--- src/rtl/net_strength_pkg.sv ---
`default_nettype none
// +----------------------------------------------------------------------------+
// | Package     : net_strength_pkg                                             |
// | Description : Strength/value types shared by the net strength resolver.    |
// | Revision    : 1.0 - initial release                                        |
// +----------------------------------------------------------------------------+
package net_strength_pkg;

    typedef enum logic [2:0] {
        HIGHZ  = 3'd0,
        SMALL  = 3'd1,
        MEDIUM = 3'd2,
        WEAK   = 3'd3,
        LARGE  = 3'd4,
        PULL   = 3'd5,
        STRONG = 3'd6,
        SUPPLY = 3'd7
    } strength_e;

    typedef enum logic [1:0] {
        L0 = 2'b00,
        L1 = 2'b01,
        LX = 2'b10,
        LZ = 2'b11
    } logic4_e;

    typedef struct packed {
        logic4_e   val;
        strength_e str;
    } res_t;

    typedef enum logic [0:0] {
        ST_ACCUM = 1'b0,
        ST_HOLD  = 1'b1
    } state_e;

    localparam res_t c_RES_Z = '{val: LZ, str: HIGHZ};

endpackage

`default_nettype wire

--- src/rtl/net_strength_resolver_if.sv ---
`default_nettype none
// +----------------------------------------------------------------------------+
// | Interface   : net_strength_resolver_if                                     |
// | Description : Driver-beat stream in, resolved-net result out.              |
// |               res_conflict exists only with NET_STRENGTH_RESOLVER_CONFLICT_EN.|
// | Revision    : 1.0 - initial release                                        |
// +----------------------------------------------------------------------------+
interface net_strength_resolver_if #(
    parameter int CNT_W = 4
);
    logic             drv_valid;
    logic             drv_ready;
    logic             drv_val;
    logic [2:0]       drv_str0;
    logic [2:0]       drv_str1;
    logic             drv_last;
    logic             res_valid;
    logic             res_ready;
    logic [1:0]       res_val;
    logic [2:0]       res_str;
    logic [CNT_W-1:0] res_ndrv;
    logic             res_ovf;
`ifdef NET_STRENGTH_RESOLVER_CONFLICT_EN
    logic             res_conflict;
`endif

    modport master (
        output drv_valid, drv_val, drv_str0, drv_str1, drv_last, res_ready,
`ifdef NET_STRENGTH_RESOLVER_CONFLICT_EN
        input  res_conflict,
`endif
        input  drv_ready, res_valid, res_val, res_str, res_ndrv, res_ovf
    );

    modport slave (
        input  drv_valid, drv_val, drv_str0, drv_str1, drv_last, res_ready,
`ifdef NET_STRENGTH_RESOLVER_CONFLICT_EN
        output res_conflict,
`endif
        output drv_ready, res_valid, res_val, res_str, res_ndrv, res_ovf
    );

endinterface

`default_nettype wire

--- src/rtl/net_strength_merge.sv ---
`default_nettype none
// +----------------------------------------------------------------------------+
// | Module      : net_strength_merge                                           |
// | Description : Combinational merge of one driver contribution into a       |
// |               running (value, strength) accumulator.                       |
// | Revision    : 1.0 - initial release                                        |
// +----------------------------------------------------------------------------+
module net_strength_merge
    import net_strength_pkg::*;
(
    input  res_t      i_acc,
    input  logic      i_cv,
    input  strength_e i_cs,
    output res_t      o_nxt
);

    logic4_e w_cval;

    always_comb begin
        w_cval = i_cv ? L1 : L0;
        o_nxt  = i_acc;
        if (i_cs != HIGHZ) begin
            if ((i_acc.val == LZ) || (i_cs > i_acc.str)) begin
                o_nxt.val = w_cval;
                o_nxt.str = i_cs;
            end else if ((i_cs == i_acc.str) && (i_acc.val != w_cval)) begin
                // Equal-strength disagreement, or anything meeting an X, stays X.
                o_nxt.val = LX;
            end
        end
    end

endmodule

`default_nettype wire

--- src/rtl/net_strength_resolver.sv ---
`default_nettype none
// +----------------------------------------------------------------------------+
// | Module      : net_strength_resolver                                        |
// | Description : Resolves a framed stream of driver beats into one 4-state    |
// |               value + strength. Option: NET_STRENGTH_RESOLVER_CONFLICT_EN. |
// | Revision    : 1.0 - initial release                                        |
// +----------------------------------------------------------------------------+
module net_strength_resolver
    import net_strength_pkg::*;
#(
    parameter int MAX_DRIVERS = 8,
    parameter int CNT_W       = $clog2(MAX_DRIVERS + 1)
) (
    input wire logic               clk,
    input wire logic               rst_n,
    net_strength_resolver_if.slave bus
);

    localparam logic [CNT_W-1:0] c_MAX = CNT_W'(MAX_DRIVERS);

    state_e           r_state;
    state_e           w_state_nxt;
    res_t             r_acc;
    res_t             w_merged;
    strength_e        w_cs;
    logic [CNT_W-1:0] r_cnt;
    logic             r_ovf;
    logic             w_accept;
    logic             w_release;

    assign w_accept  = bus.drv_valid && (r_state == ST_ACCUM);
    assign w_release = bus.res_ready && (r_state == ST_HOLD);
    assign w_cs      = bus.drv_val ? strength_e'(bus.drv_str1) : strength_e'(bus.drv_str0);

    net_strength_merge u_merge (
        .i_acc (r_acc),
        .i_cv  (bus.drv_val),
        .i_cs  (w_cs),
        .o_nxt (w_merged)
    );

    always_ff @(posedge clk or negedge rst_n) begin
        if (!rst_n) r_state <= ST_ACCUM;
        else        r_state <= w_state_nxt;
    end

    always_comb begin
        w_state_nxt = r_state;
        case (r_state)
            ST_ACCUM: if (w_accept && bus.drv_last) w_state_nxt = ST_HOLD;
            ST_HOLD:  if (bus.res_ready)            w_state_nxt = ST_ACCUM;
            default:                                w_state_nxt = ST_ACCUM;
        endcase
    end

    // The accumulator doubles as the result register: nothing merges while in HOLD.
    always_ff @(posedge clk or negedge rst_n) begin
        if (!rst_n) begin
            r_acc <= c_RES_Z;
            r_cnt <= '0;
            r_ovf <= 1'b0;
        end else if (w_release) begin
            r_acc <= c_RES_Z;
            r_cnt <= '0;
            r_ovf <= 1'b0;
        end else if (w_accept) begin
            r_acc <= w_merged;
            if (r_cnt == c_MAX) r_ovf <= 1'b1;
            else                r_cnt <= r_cnt + CNT_W'(1);
        end
    end

    assign bus.drv_ready = (r_state == ST_ACCUM);
    assign bus.res_valid = (r_state == ST_HOLD);
    assign bus.res_val   = r_acc.val;
    assign bus.res_str   = r_acc.str;
    assign bus.res_ndrv  = r_cnt;
    assign bus.res_ovf   = r_ovf;

`ifdef NET_STRENGTH_RESOLVER_CONFLICT_EN
    logic r_seen0;
    logic r_seen1;
    logic r_conflict;
    logic w_seen0;
    logic w_seen1;

    assign w_seen0 = r_seen0 || ((w_cs != HIGHZ) && !bus.drv_val);
    assign w_seen1 = r_seen1 || ((w_cs != HIGHZ) &&  bus.drv_val);

    always_ff @(posedge clk or negedge rst_n) begin
        if (!rst_n) begin
            r_seen0    <= 1'b0;
            r_seen1    <= 1'b0;
            r_conflict <= 1'b0;
        end else if (w_release) begin
            r_seen0    <= 1'b0;
            r_seen1    <= 1'b0;
            r_conflict <= 1'b0;
        end else if (w_accept) begin
            r_seen0 <= w_seen0;
            r_seen1 <= w_seen1;
            if (bus.drv_last)
                r_conflict <= (w_merged.val == LX) ||
                              ((w_merged.val == L0) && w_seen1) ||
                              ((w_merged.val == L1) && w_seen0);
        end
    end

    assign bus.res_conflict = r_conflict;
`endif

endmodule

`default_nettype wire
--- src/flat_wrapper.sv ---
// flat-port wrapper written by rule: the top's interface ports become plain ports
module net_strength_resolver_flat import net_strength_pkg::*;
#(
    parameter int MAX_DRIVERS = 8,
    parameter int CNT_W       = $clog2(MAX_DRIVERS + 1)
)
  (clk, rst_n, bus_drv_valid, bus_drv_val, bus_drv_str0, bus_drv_str1, bus_drv_last, bus_res_ready, bus_drv_ready, bus_res_valid, bus_res_val, bus_res_str, bus_res_ndrv, bus_res_ovf);
  net_strength_resolver_if #(.CNT_W(CNT_W)) bus_i ();
  input wire logic clk;
  input wire logic rst_n;
  input wire logic [$bits(bus_i.drv_valid)-1:0] bus_drv_valid;
  input wire logic [$bits(bus_i.drv_val)-1:0] bus_drv_val;
  input wire logic [$bits(bus_i.drv_str0)-1:0] bus_drv_str0;
  input wire logic [$bits(bus_i.drv_str1)-1:0] bus_drv_str1;
  input wire logic [$bits(bus_i.drv_last)-1:0] bus_drv_last;
  input wire logic [$bits(bus_i.res_ready)-1:0] bus_res_ready;
  output wire logic [$bits(bus_i.drv_ready)-1:0] bus_drv_ready;
  output wire logic [$bits(bus_i.res_valid)-1:0] bus_res_valid;
  output wire logic [$bits(bus_i.res_val)-1:0] bus_res_val;
  output wire logic [$bits(bus_i.res_str)-1:0] bus_res_str;
  output wire logic [$bits(bus_i.res_ndrv)-1:0] bus_res_ndrv;
  output wire logic [$bits(bus_i.res_ovf)-1:0] bus_res_ovf;
  assign bus_i.drv_valid = bus_drv_valid;
  assign bus_i.drv_val = bus_drv_val;
  assign bus_i.drv_str0 = bus_drv_str0;
  assign bus_i.drv_str1 = bus_drv_str1;
  assign bus_i.drv_last = bus_drv_last;
  assign bus_i.res_ready = bus_res_ready;
  assign bus_drv_ready = bus_i.drv_ready;
  assign bus_res_valid = bus_i.res_valid;
  assign bus_res_val = bus_i.res_val;
  assign bus_res_str = bus_i.res_str;
  assign bus_res_ndrv = bus_i.res_ndrv;
  assign bus_res_ovf = bus_i.res_ovf;
  net_strength_resolver #(.MAX_DRIVERS(MAX_DRIVERS), .CNT_W(CNT_W)) u_core (.clk(clk), .rst_n(rst_n), .bus(bus_i));
endmodule
--- config.mk ---
export PLATFORM = sky130hd
export DESIGN_NAME = net_strength_resolver_flat
export DESIGN_NICKNAME = d
export VERILOG_FILES = /design/src/rtl/net_strength_pkg.sv /design/src/rtl/net_strength_resolver_if.sv /design/src/rtl/net_strength_merge.sv /design/src/rtl/net_strength_resolver.sv /design/src/flat_wrapper.sv
export SDC_FILE = /design/constraint.sdc
export NUM_CORES = 1
export LEC_CHECK = 0
export ABC_AREA = 1
export BUFFER_PORTS_ARGS = -buffer_cell sky130_fd_sc_hd__buf_4
export CORE_UTILIZATION = 35
export CTS_CLUSTER_DIAMETER = 50
export DETAILED_ROUTE_END_ITERATION = 10
export GPL_TIMING_DRIVEN = 1
export HOLD_SLACK_MARGIN = 0.12
export PLACE_DENSITY = 0.67
export SLEW_MARGIN = 20
export SYNTH_ARGS = -nofsm -noshare
export SYNTH_HDL_FRONTEND = slang
export SYNTH_SLANG_ARGS = --single-unit
--- constraint.sdc ---
create_clock -name clk -period 3.67 [get_ports clk]
set_clock_uncertainty 0.1 [all_clocks]
set_input_delay 0.9175 -clock clk [delete_from_list [all_inputs] [get_ports clk]]
set_output_delay 0.9175 -clock clk [all_outputs]
set_load 0.02 [all_outputs]
==> impl_results.md <==
- Mapped Cells: 112
- Worst Max-Slew Pin Slew: 278.6 ps
- Power Total: 0.7112 mW
- CTS sink count: 11
- Ratio of final minimum period to clock period: 0.5752
- First-pass GRT wire length: 3084 µm
- Yosys cell types: 23
- Min cycle time layout: roughly 2100 ps
- Clock Latency Late Sink: 260 ps
- Maxcap violations: 0
- Reg-to-Reg Start: u_core.bus.res_str[2]$_DFFE_PN0P_
- Initial antenna violation count: 0
- Site row count: 17
- H-tree levels: 1
- Fin nets: 156
- Post-Route WL: 1662 µm
- Mapped Avg Cell Area: 7.228 µm²
- Area grow syn2layout: 27.51%
- Layout cells sized above 1: 0.3188
- WL/cell: 10.01 µm
- DRC Markers: 0
- Drt pass-1 iters: 4
- DIE HEIGHT: 50.09 µm
- Reg clk slew, reported paths: 70 ps
- CTS tree: built
- Setup Fix Bufs, Post-CTS: 0
- Vias: between 700 and 800
- I/O pin cnt: 24
- Setup crit start: bus_drv_val
- Slew HR: 0.8123
- Crit. End Element: flip-flop
- Starting DRT DRC Count: 21
- Arr. time, crit path: 2210 ps
- Critical path fanouts, max: 8
- Count of final setup violators: 0
- RSZ-0062 raised after global routing: no
- Total core area: 0.002191 mm²
- Flops & latches, synth: 11
- P per Cell Area: about 690 mW/mm²
- Post-synthesis sequential area ratio: 0.3431
- Vias per cell: around 4.7
- Cell with the largest stage delay on the worst path: ha_1
- R2r setup slk: 2090 ps
- Final hold viol count: 0
- Syn. warnings: 0
- VDD IR max: 376.1 µV
- Post-cts resize count: 0
- Status: finished clean
- I/O Buffers: 23
- Clk buf depth: 2
- GRT Residual Overflow: 0
- Total track usage: 0.1569
- CP cell instances: buf_4 > inv_4 > nand2_2 > nand2_1 > ha_1 > a21oi_1 > nand2_1 > nand2_1 > nand3_1 > nand2_4 > nand2_2 > nand2_1 > nand2_1
- CTS Hold Bufs: 0
- Crit path top cell by count: nand2_1
- Max Fclk: around 470 MHz
- Post-Syn Area: 809.5 µm²
- R2R depth: 10
- Kind of critical path: in -> reg
- Layout Utilization: 0.4712
- DIE AREA: about 0.0025 mm²
- Worst setup SP type: primary input
- Clk root buf: clkbuf_4
- Largest net degree at the start of global routing: 12
- Terminus of the critical flop-to-flop path: u_core.bus.res_val[0]$_DFFE_PN1P_
- Max stage delay on crit path: 310 ps
- Final-report max-slew violation count: 0
- CP delay by family, top: simple AND/OR/NAND/NOR gates
- Worst path bufs/invs: 2
- Worst hold path class: in -> async
- Ant. Diodes: 0
- CTS Buf Count: 3
- Worst hold slack: 371.6 ps
- Final Wtd Congestion: 0.8015
- Vias in the first global route: 781
- Antenna Nets Post-Route: 0
- Setup TNS: 0 ps
- Dpl hpwl: approximately 1400 µm
- LEAKAGE: 0.5840 nW
- Post-Syn Nets: 129
- Initial Util: 0.3695
- Die width: 50.09 µm
- CP required: 3770 ps
final cells by class:
| class | count | area (µm²) |
|---|---|---|
| clock buffers | 4 | 26.28 |
| fillers | 233 | 1159 |
| inverters | 20 | 80.08 |
| multi-input cells | 80 | 440.4 |
| flip-flops and latches | 11 | 277.8 |
| well taps | 28 | 35.03 |
| repair buffers | 23 | 172.7 |
how the worst max path moves through the flow:
| stage | cells after the start | slack (ps) | to |
|---|---|---|---|
| floorplan | 13 | 1430 | u_core.bus.res_val[1]$_DFFE_PN1P_ |
| global placement | 13 | 1330 | u_core.bus.res_val[1]$_DFFE_PN1P_ |
| detailed placement | 13 | 1270 | u_core.bus.res_val[0]$_DFFE_PN1P_ |
| CTS | 13 | 1560 | u_core.bus.res_val[0]$_DFFE_PN1P_ |
| global route | 13 | 1410 | u_core.bus.res_val[0]$_DFFE_PN1P_ |
| finish | 13 | 1560 | u_core.bus.res_val[0]$_DFFE_PN1P_ |
registers in the layout, indices dropped and copies added, names as in the netlist:
register	cells
u_core.bus.res_str	3
u_core.bus.res_valid	1
u_core.bus.res_val	2
u_core.bus.res_ovf	1
u_core.bus.res_ndrv	4
synth_stat cells:
cell / instances / area (µm²)
nand2_1: 33 / 123.9
inv_1: 17 / 63.81
nand3_1: 10 / 50.05
dfrtp_1: 9 / 225.2
nor2_1: 7 / 26.28
ha_1: 5 / 62.56
nand2_2: 5 / 31.28
a21oi_1: 3 / 15.01
nand2_4: 3 / 33.78
o21ai_0: 3 / 15.01
dfstp_2: 2 / 52.55
inv_4: 2 / 12.51
nor3_1: 2 / 10.01
o21ai_1: 2 / 10.01
a211oi_1: 1 / 7.510
a21oi_2: 1 / 8.760
buf_6: 1 / 11.26
inv_2: 1 / 3.750
nor2_2: 1 / 6.260
nor2_4: 1 / 11.26
nor3b_2: 1 / 12.51
o21ai_2: 1 / 8.760
o21bai_1: 1 / 7.510
per-layer routing:
| metal | global-route usage | wire (µm) | vias to the layer above |
|---|---|---|---|
| met5 | 0 | 0 | - |
| met4 | 0.09524 | 11 | 0 |
| met3 | 0.009259 | 65 | 2 |
| met2 | 0.2622 | 794 | 22 |
| met1 | 0.1947 | 791 | 357 |
| li1 | - | - | 400 |
report_power, final:
part	switching, mW	internal, mW	total [mW]
clock network	0.0381	0.0420	0.0801
registers	0.0516	0.178	0.230
logic	0.238	0.163	0.401
through the flow:
| stage | cells | worst slack (ps) | instance area, µm² |
|---|---|---|---|
| after floorplan | 112 | 1434 | 809.5 |
| after global placement | 162 | 1331 | 1006 |
| after detailed placement | 162 | 1270 | 1006 |
| after CTS | 166 | 1558 | 1032 |
| after global routing | 166 | 1409 | 1032 |
| final | 166 | 1559 | 1032 |
kinds of logic after synthesis:
group	count (synthesis)	synth area share
buffers and inverters	21	0.1128
AND/OR/NAND/NOR	63	0.3771
flip-flops	11	0.3431
adder cells (fa/ha/maj)	5	0.07728
AO/OA/AOI/OAI	12	0.08965
cell usage in the layout, fill, tap and decap left out, types with 2 or more instances in the layout:
master / netlist / routed
a21oi_1: 3 / 3
buf_4: 0 / 23
clkbuf_4: 0 / 3
dfrtp_1: 9 / 9
dfstp_2: 2 / 2
ha_1: 5 / 5
inv_1: 17 / 17
inv_4: 2 / 2
nand2_1: 33 / 33
nand2_2: 5 / 5
nand2_4: 3 / 3
nand3_1: 10 / 10
nor2_1: 7 / 7
nor3_1: 2 / 2
o21ai_0: 3 / 3
o21ai_1: 2 / 2
No activity file was read; power rests on OpenSTA's default activity.
